**src/rtl/sigmoid_inverse_search_if.sv**
```systemverilog
// Request/response channel of the sigmoid inverse searcher.
// The master drives requests and accepts results; the slave is the searcher itself.
interface sigmoid_inverse_search_if #(
    parameter int BITS = 16
);
    logic            in_valid;
    logic            in_ready;
    logic [BITS-1:0] in_y;
    logic            out_valid;
    logic            out_ready;
    logic [BITS-1:0] out_x;
    logic [BITS-1:0] out_fx;
    logic            out_err;

    modport master (
        output in_valid, in_y, out_ready,
        input  in_ready, out_valid, out_x, out_fx, out_err
    );

    modport slave (
        input  in_valid, in_y, out_ready,
        output in_ready, out_valid, out_x, out_fx, out_err
    );
endinterface

```
**src/rtl/sigmoid_inverse_search.sv**
```systemverilog
// Bisection inverse of the piecewise-linear sigmoid: smallest x in [-8, 8) with f(x) >= y.
// Optional macro SIGINV_FASTPATH_EN: out-of-range targets skip the search and finish in one clock.
//
// state  | meaning
// -------+-----------------------------------------------------------
// IDLE   | ready for a request; in_ready=1
// SEARCH | one bisection step per clock, ITER steps total
// DONE   | result on out_x/out_fx/out_err, held until out_ready
module sigmoid_inverse_search #(
    parameter int BITS = 16,
    parameter int FRAC = 8
) (
    input  logic                    clk,
    input  logic                    rst_n,
    sigmoid_inverse_search_if.slave bus
);
    localparam int ITER = FRAC + 4;
    localparam int CW   = $clog2(ITER);
    localparam int W    = 2 * BITS;

    localparam logic [1:0] IDLE   = 2'd0;
    localparam logic [1:0] SEARCH = 2'd1;
    localparam logic [1:0] DONE   = 2'd2;

    localparam logic signed [BITS-1:0] LO0   = BITS'(-(1 << (FRAC + 3)));
    localparam logic signed [BITS-1:0] HI0   = BITS'((1 << (FRAC + 3)) - 1);
    localparam logic signed [BITS-1:0] Y_ONE = BITS'(1 << FRAC);

    localparam logic signed [W-1:0] C_ONE  = W'(1 << FRAC);
    localparam logic signed [W-1:0] C_5    = W'(5 << FRAC);
    localparam logic signed [W-1:0] C_2375 = W'(19 << (FRAC - 3));
    localparam logic signed [W-1:0] C_27   = W'(27 << (FRAC - 5));
    localparam logic signed [W-1:0] C_58   = W'(5 << (FRAC - 3));
    localparam logic signed [W-1:0] C_HALF = W'(1 << (FRAC - 1));
    localparam logic signed [W-1:0] S_32   = W'(1 << (FRAC - 5));
    localparam logic signed [W-1:0] S_8    = W'(1 << (FRAC - 3));
    localparam logic signed [W-1:0] S_4    = W'(1 << (FRAC - 2));

    // Same segment table as the forward evaluator, so results agree bit-exactly.
    function automatic logic signed [BITS-1:0] f_eval(input logic signed [BITS-1:0] x);
        logic signed [W-1:0] a;
        logic signed [W-1:0] r;
        a = W'(x);
        if (x[BITS-1]) a = -a;
        if (a >= C_5)
            r = C_ONE;
        else if (a >= C_2375)
            r = ((S_32 * a) >>> FRAC) + C_27;
        else if (a >= C_ONE)
            r = ((S_8 * a) >>> FRAC) + C_58;
        else
            r = ((S_4 * a) >>> FRAC) + C_HALF;
        if (x[BITS-1]) r = C_ONE - r;
        return BITS'(r);
    endfunction

    logic [1:0]             state;
    logic signed [BITS-1:0] lo;
    logic signed [BITS-1:0] hi;
    logic signed [BITS-1:0] y_q;
    logic [CW-1:0]          cnt;
    logic                   err_q;

    logic signed [BITS:0]   sum;
    logic signed [BITS-1:0] mid;
    logic signed [BITS-1:0] f_arg;
    logic signed [BITS-1:0] f_val;
    logic                   y_lt0;
    logic                   y_le0;
    logic                   y_gt1;

    assign sum   = {lo[BITS-1], lo} + {hi[BITS-1], hi};
    assign mid   = BITS'(sum >>> 1);
    // One evaluator serves both the search probe and the DONE result.
    assign f_arg = (state == DONE) ? lo : mid;
    assign f_val = f_eval(f_arg);

    assign y_lt0 = bus.in_y[BITS-1];
    assign y_le0 = y_lt0 || (bus.in_y == '0);
    assign y_gt1 = $signed(bus.in_y) > Y_ONE;

    always_ff @(posedge clk or negedge rst_n) begin
        if (!rst_n) begin
            state <= IDLE;
            lo    <= '0;
            hi    <= '0;
            y_q   <= '0;
            cnt   <= '0;
            err_q <= 1'b0;
        end else begin
            case (state)
                IDLE: begin
                    if (bus.in_valid) begin
                        y_q   <= $signed(bus.in_y);
                        err_q <= y_lt0 || y_gt1;
                        lo    <= LO0;
                        hi    <= HI0;
                        cnt   <= '0;
                        state <= SEARCH;
`ifdef SIGINV_FASTPATH_EN
                        if (y_le0) begin
                            hi    <= LO0;
                            state <= DONE;
                        end else if (y_gt1) begin
                            lo    <= HI0;
                            state <= DONE;
                        end
`endif
                    end
                end
                SEARCH: begin
                    if (f_val >= y_q)
                        hi <= mid;
                    else
                        lo <= mid + 1'b1;
                    cnt <= cnt + 1'b1;
                    if (cnt == CW'(ITER - 1))
                        state <= DONE;
                end
                DONE: begin
                    if (bus.out_ready)
                        state <= IDLE;
                end
                default: state <= IDLE;
            endcase
        end
    end

`ifndef SIGINV_FASTPATH_EN
    logic unused_y_le0;
    assign unused_y_le0 = y_le0;
`endif

    assign bus.in_ready  = (state == IDLE);
    assign bus.out_valid = (state == DONE);
    assign bus.out_x     = (state == DONE) ? lo : '0;
    assign bus.out_fx    = (state == DONE) ? f_val : '0;
    assign bus.out_err   = (state == DONE) && err_q;
endmodule

```
**src/flat_wrapper.sv**
```systemverilog
// flat-port wrapper written by rule: the top's interface ports become plain ports
module sigmoid_inverse_search_flat 
#(
    parameter int BITS = 16,
    parameter int FRAC = 8
)
  (clk, rst_n, bus_in_valid, bus_in_y, bus_out_ready, bus_in_ready, bus_out_valid, bus_out_x, bus_out_fx, bus_out_err);
  sigmoid_inverse_search_if #(.BITS(BITS)) bus_i ();
  input  logic clk;
  input  logic rst_n;
  input wire logic [$bits(bus_i.in_valid)-1:0] bus_in_valid;
  input wire logic [$bits(bus_i.in_y)-1:0] bus_in_y;
  input wire logic [$bits(bus_i.out_ready)-1:0] bus_out_ready;
  output wire logic [$bits(bus_i.in_ready)-1:0] bus_in_ready;
  output wire logic [$bits(bus_i.out_valid)-1:0] bus_out_valid;
  output wire logic [$bits(bus_i.out_x)-1:0] bus_out_x;
  output wire logic [$bits(bus_i.out_fx)-1:0] bus_out_fx;
  output wire logic [$bits(bus_i.out_err)-1:0] bus_out_err;
  assign bus_i.in_valid = bus_in_valid;
  assign bus_i.in_y = bus_in_y;
  assign bus_i.out_ready = bus_out_ready;
  assign bus_in_ready = bus_i.in_ready;
  assign bus_out_valid = bus_i.out_valid;
  assign bus_out_x = bus_i.out_x;
  assign bus_out_fx = bus_i.out_fx;
  assign bus_out_err = bus_i.out_err;
  sigmoid_inverse_search #(.BITS(BITS), .FRAC(FRAC)) u_core (.clk(clk), .rst_n(rst_n), .bus(bus_i));
endmodule
```
**config.mk**
```make
export PLATFORM = sky130hd
export DESIGN_NAME = sigmoid_inverse_search_flat
export DESIGN_NICKNAME = d
export VERILOG_FILES = /design/src/rtl/sigmoid_inverse_search_if.sv /design/src/rtl/sigmoid_inverse_search.sv /design/src/flat_wrapper.sv
export SDC_FILE = /design/constraint.sdc
export NUM_CORES = 1
export LEC_CHECK = 0
export ABC_AREA = 1
export CAP_MARGIN = 20
export CELL_PAD_IN_SITES_DETAIL_PLACEMENT = 1
export CELL_PAD_IN_SITES_GLOBAL_PLACEMENT = 2
export CORE_UTILIZATION = 25
export DETAILED_ROUTE_END_ITERATION = 12
export PLACE_DENSITY = 0.64
export SLEW_MARGIN = 40
export SYNTH_ARGS = -nofsm -noshare
export SYNTH_HDL_FRONTEND = slang
export SYNTH_SLANG_ARGS = --single-unit
```
**constraint.sdc**
```tcl
create_clock -name clk -period 10.08 [get_ports clk]
set_clock_uncertainty 0.15 [all_clocks]
set_input_delay 1.008 -clock clk [delete_from_list [all_inputs] [get_ports clk]]
set_output_delay 1.008 -clock clk [all_outputs]
set_load 0.02 [all_outputs]
```
# Word-level counts from Yosys, hierarchy flattened
# Cells that the tools add are included.
[classes]
addsub = 8
multipliers = 0
n_div = 0
order_cmp = 5
eq_ne = 8
shift = 0
n_mux = 20
n_bitwise = 0
reduce_logical = 9
[ops]
columns = ["operator", "n"]
rows = [
  ["2-to-1 mux 16 bit", 11],
  ["one-hot mux 16 bit (2 select lines)", 2],
  ["adder 16 x 9 -> 16 bit (second input constant)", 3],
  ["greater-or-equal comparator 32 x 10 -> 1 bit (second input constant)", 1],
  ["greater-or-equal comparator 32 x 11 -> 1 bit (second input constant)", 1],
  ["greater-or-equal comparator 32 x 12 -> 1 bit (second input constant)", 1],
  ["2-to-1 mux 32 bit", 1],
  ["negator 16 -> 32 bit", 1],
  ["adder 16 x 16 -> 17 bit", 1],
  ["adder 16 x 1 -> 16 bit (second input constant)", 1],
  ["greater-or-equal comparator 16 bit", 1],
  ["> comparator 16 x 10 -> 1 bit (second input constant)", 1],
  ["subtractor 10 x 16 -> 16 bit (first input constant)", 1],
  ["AND reduction 3 bit", 3],
  ["one-hot mux 4 bit (2 select lines)", 1],
  ["2-to-1 mux 2 bit", 3],
  ["!= test 2 bit (second input constant)", 3],
  ["one-hot mux 2 bit (3 select lines)", 1],
  ["adder 4 x 1 -> 4 bit (second input constant)", 1],
  ["== test 4 bit (second input constant)", 1],
  ["2-to-1 mux 4 bit", 1],
  ["!= test 2 x 1 -> 1 bit (second input constant)", 2],
  ["AND reduction 2 bit", 2],
  ["== test 2 x 1 -> 1 bit (second input constant)", 1],
  ["other kinds (5)", 5],
]
[totals]
register_bits = 55
latchBits = 0
mem_bits_rw = 0
romBits = 0
out_inout_bits = 35
wordCells = 56
mem_count = 0

# Depth between registers and ports, before layout
# Gate-level depths: netlist (run 1).
[logic_depth]
word_depth = 13
ltp_mapped = 50
mapped_depth_nobuf = 47

# Worst setup path before layout (run 1)
# OpenSTA, ideal clock, no wires.
[synth_path]
path_type = "register to register"
startpoint = "register u_core.lo[0]"
endpoint = "register u_core.lo[9]"
setup_ns = 0.132
t_arrival_ns = 6.059
path_slack_ns = 3.740
path_stages_with_launch = 42
path_buffers = 2
period_less_slack_ns = 6.340
cell_sequence = "dfrtp_1 -> nand2_1 -> fa_1 -> nand2_1 -> o21ai_2 -> inv_2 -> nor2_1 -> nand3_1 -> nor2_2 -> nand2_2 -> nor2_4 -> nand2_1 -> nand2_1 -> xor2_1 -> inv_1 -> ha_1 -> nand3b_1 -> a21oi_1 -> (+6 left out) -> ha_1 -> nand3_2 -> nor2_2 -> nand2_1 -> nand2_2 -> nand2_1 -> ha_1 -> nand4_1 -> a21oi_1 -> a2111oi_0 -> o31ai_1 -> xor2_1 -> o41ai_1 -> or2_2 -> clkbuf_1 -> nand2_1 -> clkbuf_1 -> o22ai_1"
[synth_between]
elab_chain_len = 13
[synth_rtl]
columns = ["element", "line", "source"]
rows = [
  ["from (decl)", "sigmoid_inverse_search.sv:58", "logic signed [BITS-1:0] lo;"],
  ["from (signal assigned)", "sigmoid_inverse_search.sv:115", "lo <= mid + 1'b1;"],
  ["adder 16 x 16 -> 17 bit", "sigmoid_inverse_search.sv:72", "assign sum = {lo[BITS-1], lo} + {hi[BITS-1], hi};"],
  ["2-to-1 mux 16 bit", "sigmoid_inverse_search.sv:75", "assign f_arg = (state == DONE) ? lo : mid;"],
  ["negator 16 -> 32 bit", "sigmoid_inverse_search.sv:44", "if (x[BITS-1]) a = -a;"],
  ["2-to-1 mux 32 bit", "sigmoid_inverse_search.sv:44", ""],
  ["greater-or-equal comparator 32 x 10 -> 1 bit, or another cell as far along", "sigmoid_inverse_search.sv:49", "else if (a >= C_ONE)"],
  ["2-to-1 mux 16 bit", "sigmoid_inverse_search.sv:49", ""],
  ["2-to-1 mux 16 bit", "sigmoid_inverse_search.sv:47", "else if (a >= C_2375)"],
  ["2-to-1 mux 16 bit", "sigmoid_inverse_search.sv:45", "if (a >= C_5)"],
  ["subtractor 10 x 16 -> 16 bit", "sigmoid_inverse_search.sv:53", "if (x[BITS-1]) r = C_ONE - r;"],
  ["2-to-1 mux 16 bit", "sigmoid_inverse_search.sv:53", ""],
  ["greater-or-equal comparator 16 bit", "sigmoid_inverse_search.sv:112", "if (f_val >= y_q)"],
  ["!= test 2 bit (no source line)", "n/a", ""],
  ["AND reduction 3 bit (no source line)", "n/a", ""],
]
# Several ways; a longest one is shown, not always the timed one. The select of a mux whose other input is x is not followed.
# A chain may end at the register's enable or synchronous reset.

# Worst setup path in the final report (run 1)
[layout_path]
startpoint = "register u_core.lo[1]"
endpoint = "register u_core.lo[9]"
# The elaborated chain is that of the path after synthesis.

==> run summary, run 1 <==
The flow ran to the end, and the final reports show no timing, DRC or antenna violations. The detail route stage leaves a number of antenna-violating nets equal to 0. Yosys mapped a number of flops with a built-in enable equal to 0.

The total instance count after detailed placement is 1256. The number of gates resized after cts is 0. The initial antenna violation count is 0. The gate family responsible for the most delay along the worst path is simple AND/OR/NAND/NOR gates. The placed wire-length estimate came out at 16600 um.

The hold-fix buffer count after cts came out at 0. The net count after synthesis came out at 970. The count of routing violations after the opening detailed-route iteration is 304. The number of different library cells used by synthesis comes to 51.

The share of cells above drive strength 1 came out at 0.123. The synthesized cell area is 5920 um^2. The via count of the first global-routing pass is 6020.

In this design, the critical path's most frequently occurring cell is nand2_1. The number of vias after detailed routing is 5784. The total overflow left after global routing is 0. Once layout is complete, the cells apart from fillers number 1264. The mean instance size in the synthesized netlist is 6.52 um^2. The async set or reset register ratio after synthesis is 1.00. The minimum clock period is 7.63 ns.

The aggregate global-route resource usage came out at 0.175. The final clock period utilization by the worst path came out at 0.756. On the critical path, the stage with the largest delay is an instance of fa_1. 55 I/O pins were placed. The clock latency on the worst-skew pair came out at 0.30 ns. STA classifies the critical path startpoint as a flip-flop. The end point of the critical path is u_core.lo[9]. For this configuration, the core starts out at a cell density of 0.258. The final count of hold timing violations is 0. After detailed routing, the total wire length is 20300 um.

The clock edge transition at the registers on the reported setup and hold paths is 0.07 ns. The level count of the clock H-tree came out at 2. The most critical setup path has its startpoint at u_core.lo[1]. Setup repair after global routing left no endpoint under its margin.

TritonCTS built the clock tree. The endpoint identified for the worst register-to-register timing path is u_core.lo[9]. The number of sinks on the clock net is 55. Compared with the post-synthesis result, the final layout area differs by 16.2%. The first-pass iteration count of the detailed router came out at 6. In the final routed layout, each cell accounts on average for 16.0 um. STA classifies the critical path endpoint as a flip-flop. The fmax came out at 131 MHz. The count of mapped cells out of synthesis is 907. The count of synthesis-stage warnings from yosys is 0. The average vias per placed instance came out at 4.58. The critical path arrival is 7.69 ns. The stage delay of the slowest cell on the critical path is 0.43 ns. The length in cells of the worst reg-to-reg path came out at 43. The number of buffers added on ports came out at 54.

The summed negative setup slack over all endpoints is 0 ns. The number of buffers between clock root and the deepest sink came out at 2. The number of pins with negative max-slew slack in the final report came to 0. The number of buffers inserted to repair setup after CTS is 0. The placeable core region came out at 22900 um^2. In this run the tightest slew margin relative to its limit is 0.512. The wire length of the first global-routing pass came out at 33000 um. The setup-violating endpoint count in the final report came out at 0. The post-detailed-route DRC marker count came out at 0. The worst hold path belongs to the class reg -> reg. Counting the buffers created by CTS gives 5. Entering global routing, the biggest net connects 56 pins. For this run, the leading register cell type out of synthesis is dfrtp_1.

The net total in the final layout came out at 1013. The internal reg-to-reg setup slack came out at 2.45 ns. The die outline height is 156 um. The number of inserted diodes came out at 0. For the pin with the worst max-slew slack, the measured transition is 0.732 ns. The critical path start-end classification is reg -> reg. The post-synthesis register bit count is 55. The floorplan die area came out at 24300 um^2.

The share of the Yosys chip area taken by registers is 0.233. In this run the clock root is driven by a clkbuf_16. The die boundary width came out at 156 um. The total number of cells along the worst setup path came out at 43. The data required time of the critical path came out at 10.14 ns. The count of standard-cell rows came out at 55. Of all nets on the critical path, the largest fanout is 24. The origin of the critical flop-to-flop path is u_core.lo[1].

Routability-driven placement finished with a final weighted congestion of 0.791. The combined buffer and inverter count along the critical path came out at 6. The count of maximum capacitance violations is 0.
==> worst min path at each step <==
stage,startpoint,endpoint,cells past startpoint
after global routing,u_core.y_q[5],u_core.y_q[5],2
after CTS,u_core.y_q[5],u_core.y_q[5],2
after detailed placement,u_core.y_q[5],u_core.y_q[5],2
after global placement,u_core.y_q[5],u_core.y_q[5],2
after floorplan,u_core.y_q[1],u_core.y_q[1],2
final,u_core.y_q[5],u_core.y_q[5],2
==> registers in the layout, summed over array words and instances, names as in the netlist <==
name,count
u_core.y_q,16
u_core.state,2
u_core.err_q,1
u_core.hi,16
u_core.lo,16
u_core.cnt,4
==> worst reg2reg max path, delay by kind of cell, from the launching register on <==
kind                       cells  cell delay [ns]
DFF                            1             0.41
xor gates and xnor gates       2             0.56
adders and majority gates      4             1.18
buffers and inverters          6             0.76
AOI/OAI and AO/OA              7             1.22
and+or+nand+nor               24             3.32
==> logic make-up after synthesis <==
logic type | synth area share
AND/OR/NAND/NOR | 0.405
buffers and inverters | 0.122
AO/OA/AOI/OAI | 0.127
flip-flops | 0.233
adder cells (fa/ha/maj) | 0.0922
XOR/XNOR | 0.0207
==> cells in the final DEF, fill, tap and decap left out, types with 2 or more instances in the layout <==
cell type | Yosys | final
o21ai_1 | 4 | 4
nand2_1 | 251 | 249
or2_2 | 2 | 2
clkdlybuf4s50_1 | 0 | 53
nand3_1 | 60 | 60
nand2_4 | 6 | 6
ha_1 | 42 | 42
o22ai_1 | 9 | 9
o21ai_2 | 2 | 2
nor2_1 | 64 | 64
inv_2 | 11 | 11
inv_1 | 142 | 142
nand2_2 | 31 | 33
a21oi_2 | 5 | 5
a21oi_4 | 2 | 2
a21oi_1 | 51 | 51
o21bai_1 | 3 | 3
o21ai_0 | 41 | 41
dfrtp_1 | 55 | 55
nor2_4 | 5 | 5
clkbuf_16 | 0 | 5
nand3_4 | 3 | 3
nand3b_1 | 6 | 6
buf_4 | 0 | 2
clkinvlp_4 | 0 | 2
o211ai_1 | 2 | 2
nand3_2 | 15 | 15
o31ai_1 | 3 | 3
nor2_2 | 13 | 13
xor2_1 | 13 | 13
nor3_2 | 2 | 2
nor3_1 | 6 | 6
nand4_1 | 21 | 21
==> through the flow <==
step / utilization / instance area, um^2 / setup slack [ns] / hold slack (ns)
after floorplan: - / 5920 / 3.74 / 0.303
after CTS: 0.300 / 6870 / 2.13 / 0.343
after global routing: 0.300 / 6880 / 1.58 / 0.368
after detailed placement: 0.294 / 6730 / 2.20 / 0.324
after global placement: 0.294 / 6730 / 2.25 / 0.320
final: 0.300 / 6880 / 2.45 / 0.335
==> synth_stat cells (4+ instances only) <==
| library cell | count | share of area |
|---|---|---|
| o21ai_1 | 4 | 0.0034 |
| inv_2 | 11 | 0.0070 |
| a21oi_2 | 5 | 0.0074 |
| nand3_1 | 60 | 0.051 |
| a21oi_1 | 51 | 0.043 |
| dfrtp_1 | 55 | 0.23 |
| clkbuf_1 | 12 | 0.0076 |
| nand3b_1 | 6 | 0.0076 |
| inv_1 | 142 | 0.090 |
| nand3_2 | 15 | 0.025 |
| nor3_1 | 6 | 0.0051 |
| nand2_2 | 31 | 0.033 |
| o21ai_0 | 41 | 0.035 |
| nand4_1 | 21 | 0.022 |
| nor2_4 | 5 | 0.0095 |
| nand2_4 | 6 | 0.011 |
| nor2_1 | 64 | 0.041 |
| nand2_1 | 251 | 0.16 |
| ha_1 | 42 | 0.089 |
| o22ai_1 | 9 | 0.0095 |
| xor2_1 | 13 | 0.019 |
| nor2_2 | 13 | 0.014 |
==> metal layers <==
metal / part of all wire / global-route usage / up-vias
met2: 0.45 / 0.283 / 41
met4: 0.012 / 0.0369 / 0
li1: - / - / 2986
met3: 0.012 / 0.0114 / 12
met5: 0 / 0 / -
met1: 0.53 / 0.255 / 2745
==> area by class of cell <==
type,instances,area [um^2]
multi-input cells,676,3820
fillers,2885,16000
well taps,313,392
flip-flops and latches,55,1380
inverters,156,593
clock inverters,3,20.0
clock buffers,5,125
repair buffers,56,551
Power of run 1 is not shown: default switching activity piles up to over one toggle a cycle in this logic, so the estimate is an artifact.
==> run 2: changes to the inputs <==
PLACE_DENSITY = 0.67   (was 0.64)
clock period = 6.5 ns   (was 10.08 ns; I/O delays follow)
==> run 2 against run 1 <==
  * First-iteration DRC count shrank 44%
  * Register-to-register slack lost 2.3 ns
  * Non-clock buffer count grew 90
  * Via count grew 8.6%
  * Die area is the same
  * Maximum frequency grew 20%
==> run summary, run 2 (same netlist as run 1, synthesis figures left out) <==
Run status: finished clean (unchanged). The fmax is 158 MHz (was 131 MHz). The length in cells of the worst reg-to-reg path is 41 (was 43). The placeable core region is 22900 um^2 (unchanged). Highest-count cells in the layout ignoring fill and taps: nand2_1 (219), inv_1 (134), buf_4 (80) (was nand2_1 (249), inv_1 (142), nor2_1 (64)).

The origin of the worst setup path is u_core.lo[0] (was u_core.lo[1]). The clock edge transition at the registers on the reported setup and hold paths is 0.07 ns (about the same). The cell repeated most along the worst path is nand2_1 (unchanged). The number of buffers added on ports was 54 (unchanged). The share of cells above drive strength 1 is 0.292 (was 0.123).

The count of routing violations after the opening detailed-route iteration came to 169 (was 304). The floorplan die area is 24300 um^2 (unchanged). The total wire length after detailed routing is 21900 um (was 20300 um). The largest net degree at the start of global routing is 56 (unchanged).

The data required time of the critical path came out at 6.58 ns (was 10.14 ns). The number of pins with negative max-slew slack in the final report is 0 (unchanged). The area of all placed cells without fillers is 8310 um^2 (was 6880 um^2). The kind of end point of the critical path is a flip-flop (unchanged). The cell at the root of the clock tree was clkbuf_16 (unchanged).

The post-detailed-route DRC marker count is 0 (unchanged). The starting utilization of the core area came out at 0.258 (unchanged). The stage delay of the slowest cell on the critical path was 0.59 ns (was 0.43 ns). Largest registers: u_core.hi x16, u_core.lo x16, u_core.y_q x16 (unchanged). The net total in the final layout came out at 1105 (was 1013).

The number of inserted diodes came out at 0 (unchanged). The first-pass iteration count of the detailed router came out at 4 (was 6). The maximum fanout encountered on the critical timing path is 8 (was 24). The final weighted congestion of routability-driven global placement came out at 0.822 (was 0.791).

The die boundary width came out at 156 um (unchanged). The placed wire-length estimate came to 17000 um (was 16600 um). The count of maximum capacitance violations is 0 (unchanged).

The via count of the first global-routing pass was 6321 (was 6020). The count of standard-cell rows was 55 (unchanged). The minimum clock period is 6.34 ns (was 7.63 ns). The most frequent standard cell in the layout excluding fill and tap cells is nand2_1 (unchanged). The slowest library cell on the worst path was fa_2 (was fa_1). The type of the worst min-delay path was in -> async (was reg -> reg). The clock latency on the worst-skew pair came out at 0.30 ns (about the same). The aggregate global-route resource usage is 0.178 (was 0.175). The number of buffers between clock root and the deepest sink came out at 2 (unchanged). The headroom to the max-slew limit is 0.628 (was 0.512). The capture instance of the worst register-to-register path is u_core.lo[1] (was u_core.lo[9]). The internal reg-to-reg setup slack came out at 0.16 ns (was 2.45 ns).

The average wire per cell in the routed design came out at 16.1 um (was 16.0 um). The remaining global-route overflow is 0 (unchanged). The critical path start-end classification is reg -> reg (unchanged).

The number of top-level pins came to 55 (unchanged). The type of element launching the critical path is a flip-flop (unchanged). The final clock period utilization by the worst path was 0.976 (was 0.756). The TritonCTS buffer count was 5 (unchanged). The number of sinks on the clock net came to 55 (unchanged). The die outline height is 156 um (unchanged).

The initial antenna violation count came to 0 (unchanged). The hold-fix buffer count after cts is 0 (unchanged). The setup-violating endpoint count in the final report came out at 0 (unchanged).

The area growth from synthesis to layout is 40.5% (was 16.2%). The wire length of the first global-routing pass was 33700 um (was 33000 um). The number of vias after detailed routing is 6279 (was 5784). The post-detailed-route count of antenna-violating nets came to 0 (unchanged). The final count of hold timing violations was 0 (unchanged).

Setup repair after global routing missed its margin: true (was false). The clock tree from TritonCTS is built (unchanged). The critical path arrival came to 6.42 ns (was 7.69 ns). The standard cell area after detailed placement came out at 7070 um^2 (was 6730 um^2). The level count of the clock H-tree is 2 (unchanged). The transition time at the pin with the least slew margin came out at 0.557 ns (was 0.732 ns). The origin of the critical flop-to-flop path is u_core.lo[0] (was u_core.lo[1]). The average vias per placed instance is 4.63 (was 4.58).
run 2: cell types whose count changed in the layout (fill, tap and decap cells not counted), sizes merged:
| cell | previous run | this run |
|---|---|---|
| buf | 3 | 93 |
| clkbuf | 5 | 7 |
| inv | 154 | 153 |
| nand3 | 78 | 79 |
run 2: worst max-delay path, delay by kind of cell (launching register included):
family | cells | cell delay, ns
adders and majority gates | 4 | 1.14
buffers and inverters | 7 | 0.82
xor gates and xnor gates | 1 | 0.20
DFF | 1 | 0.38
and+or+nand+nor | 22 | 2.37
AOI/OAI and AO/OA | 7 | 1.20
run 2: what timing repair did:
| item | in CTS | in global routing |
|---|---|---|
| gates resized for setup | 27 | 119 |
| pin swaps | 5 | 44 |
| setup buffers | 13 | 35 |
| setup endpoints to repair | 32 | 33 |
| gates cloned | 1 | 2 |
run 2: per-layer routing:
metal	wire length, um	up-vias	track usage
li1	-	3171	-
met1	10900	3015	0.255
met2	10200	70	0.290
met3	402	23	0.0119
met4	387	0	0.0392
met5	0	-	0
run 2: worst max path at each step:
stage	slack (ns)	end	cells after the start
2_1_floorplan	0.16	u_core.lo[9]	41
3_3_place_gp	0.03	u_core.lo[15]	45
3_5_place_dp	-0.24	u_core.lo[1]	45
4_1_cts	0.02	u_core.hi[2]	46
5_1_grt	-0.25	u_core.lo[6]	42
6_report	0.16	u_core.lo[1]	41
run 2: final cells by class:
cell class	count	area (um^2)
well taps	313	392
fillers	2860	14600
multi-input cells	677	4470
clock inverters	1	8.76
repair buffers	146	1320
inverters	156	597
clock buffers	7	143
repair inverters	1	7.51
flip-flops and latches	55	1380
run 2: metrics by stage:
step	hold WS [ns]	util	TNS, ns	std cells	worst slack (ns)
2_1_floorplan	0.204	-	0	907	0.160
3_3_place_gp	0.317	0.308	0	1298	0.0298
3_5_place_dp	0.325	0.308	-5.70	1298	-0.240
4_1_cts	0.344	0.326	0	1320	0.0189
5_1_grt	0.282	0.363	-6.24	1356	-0.247
6_report	0.242	0.363	0	1356	0.158
Power of run 2 is left out for the same reason.
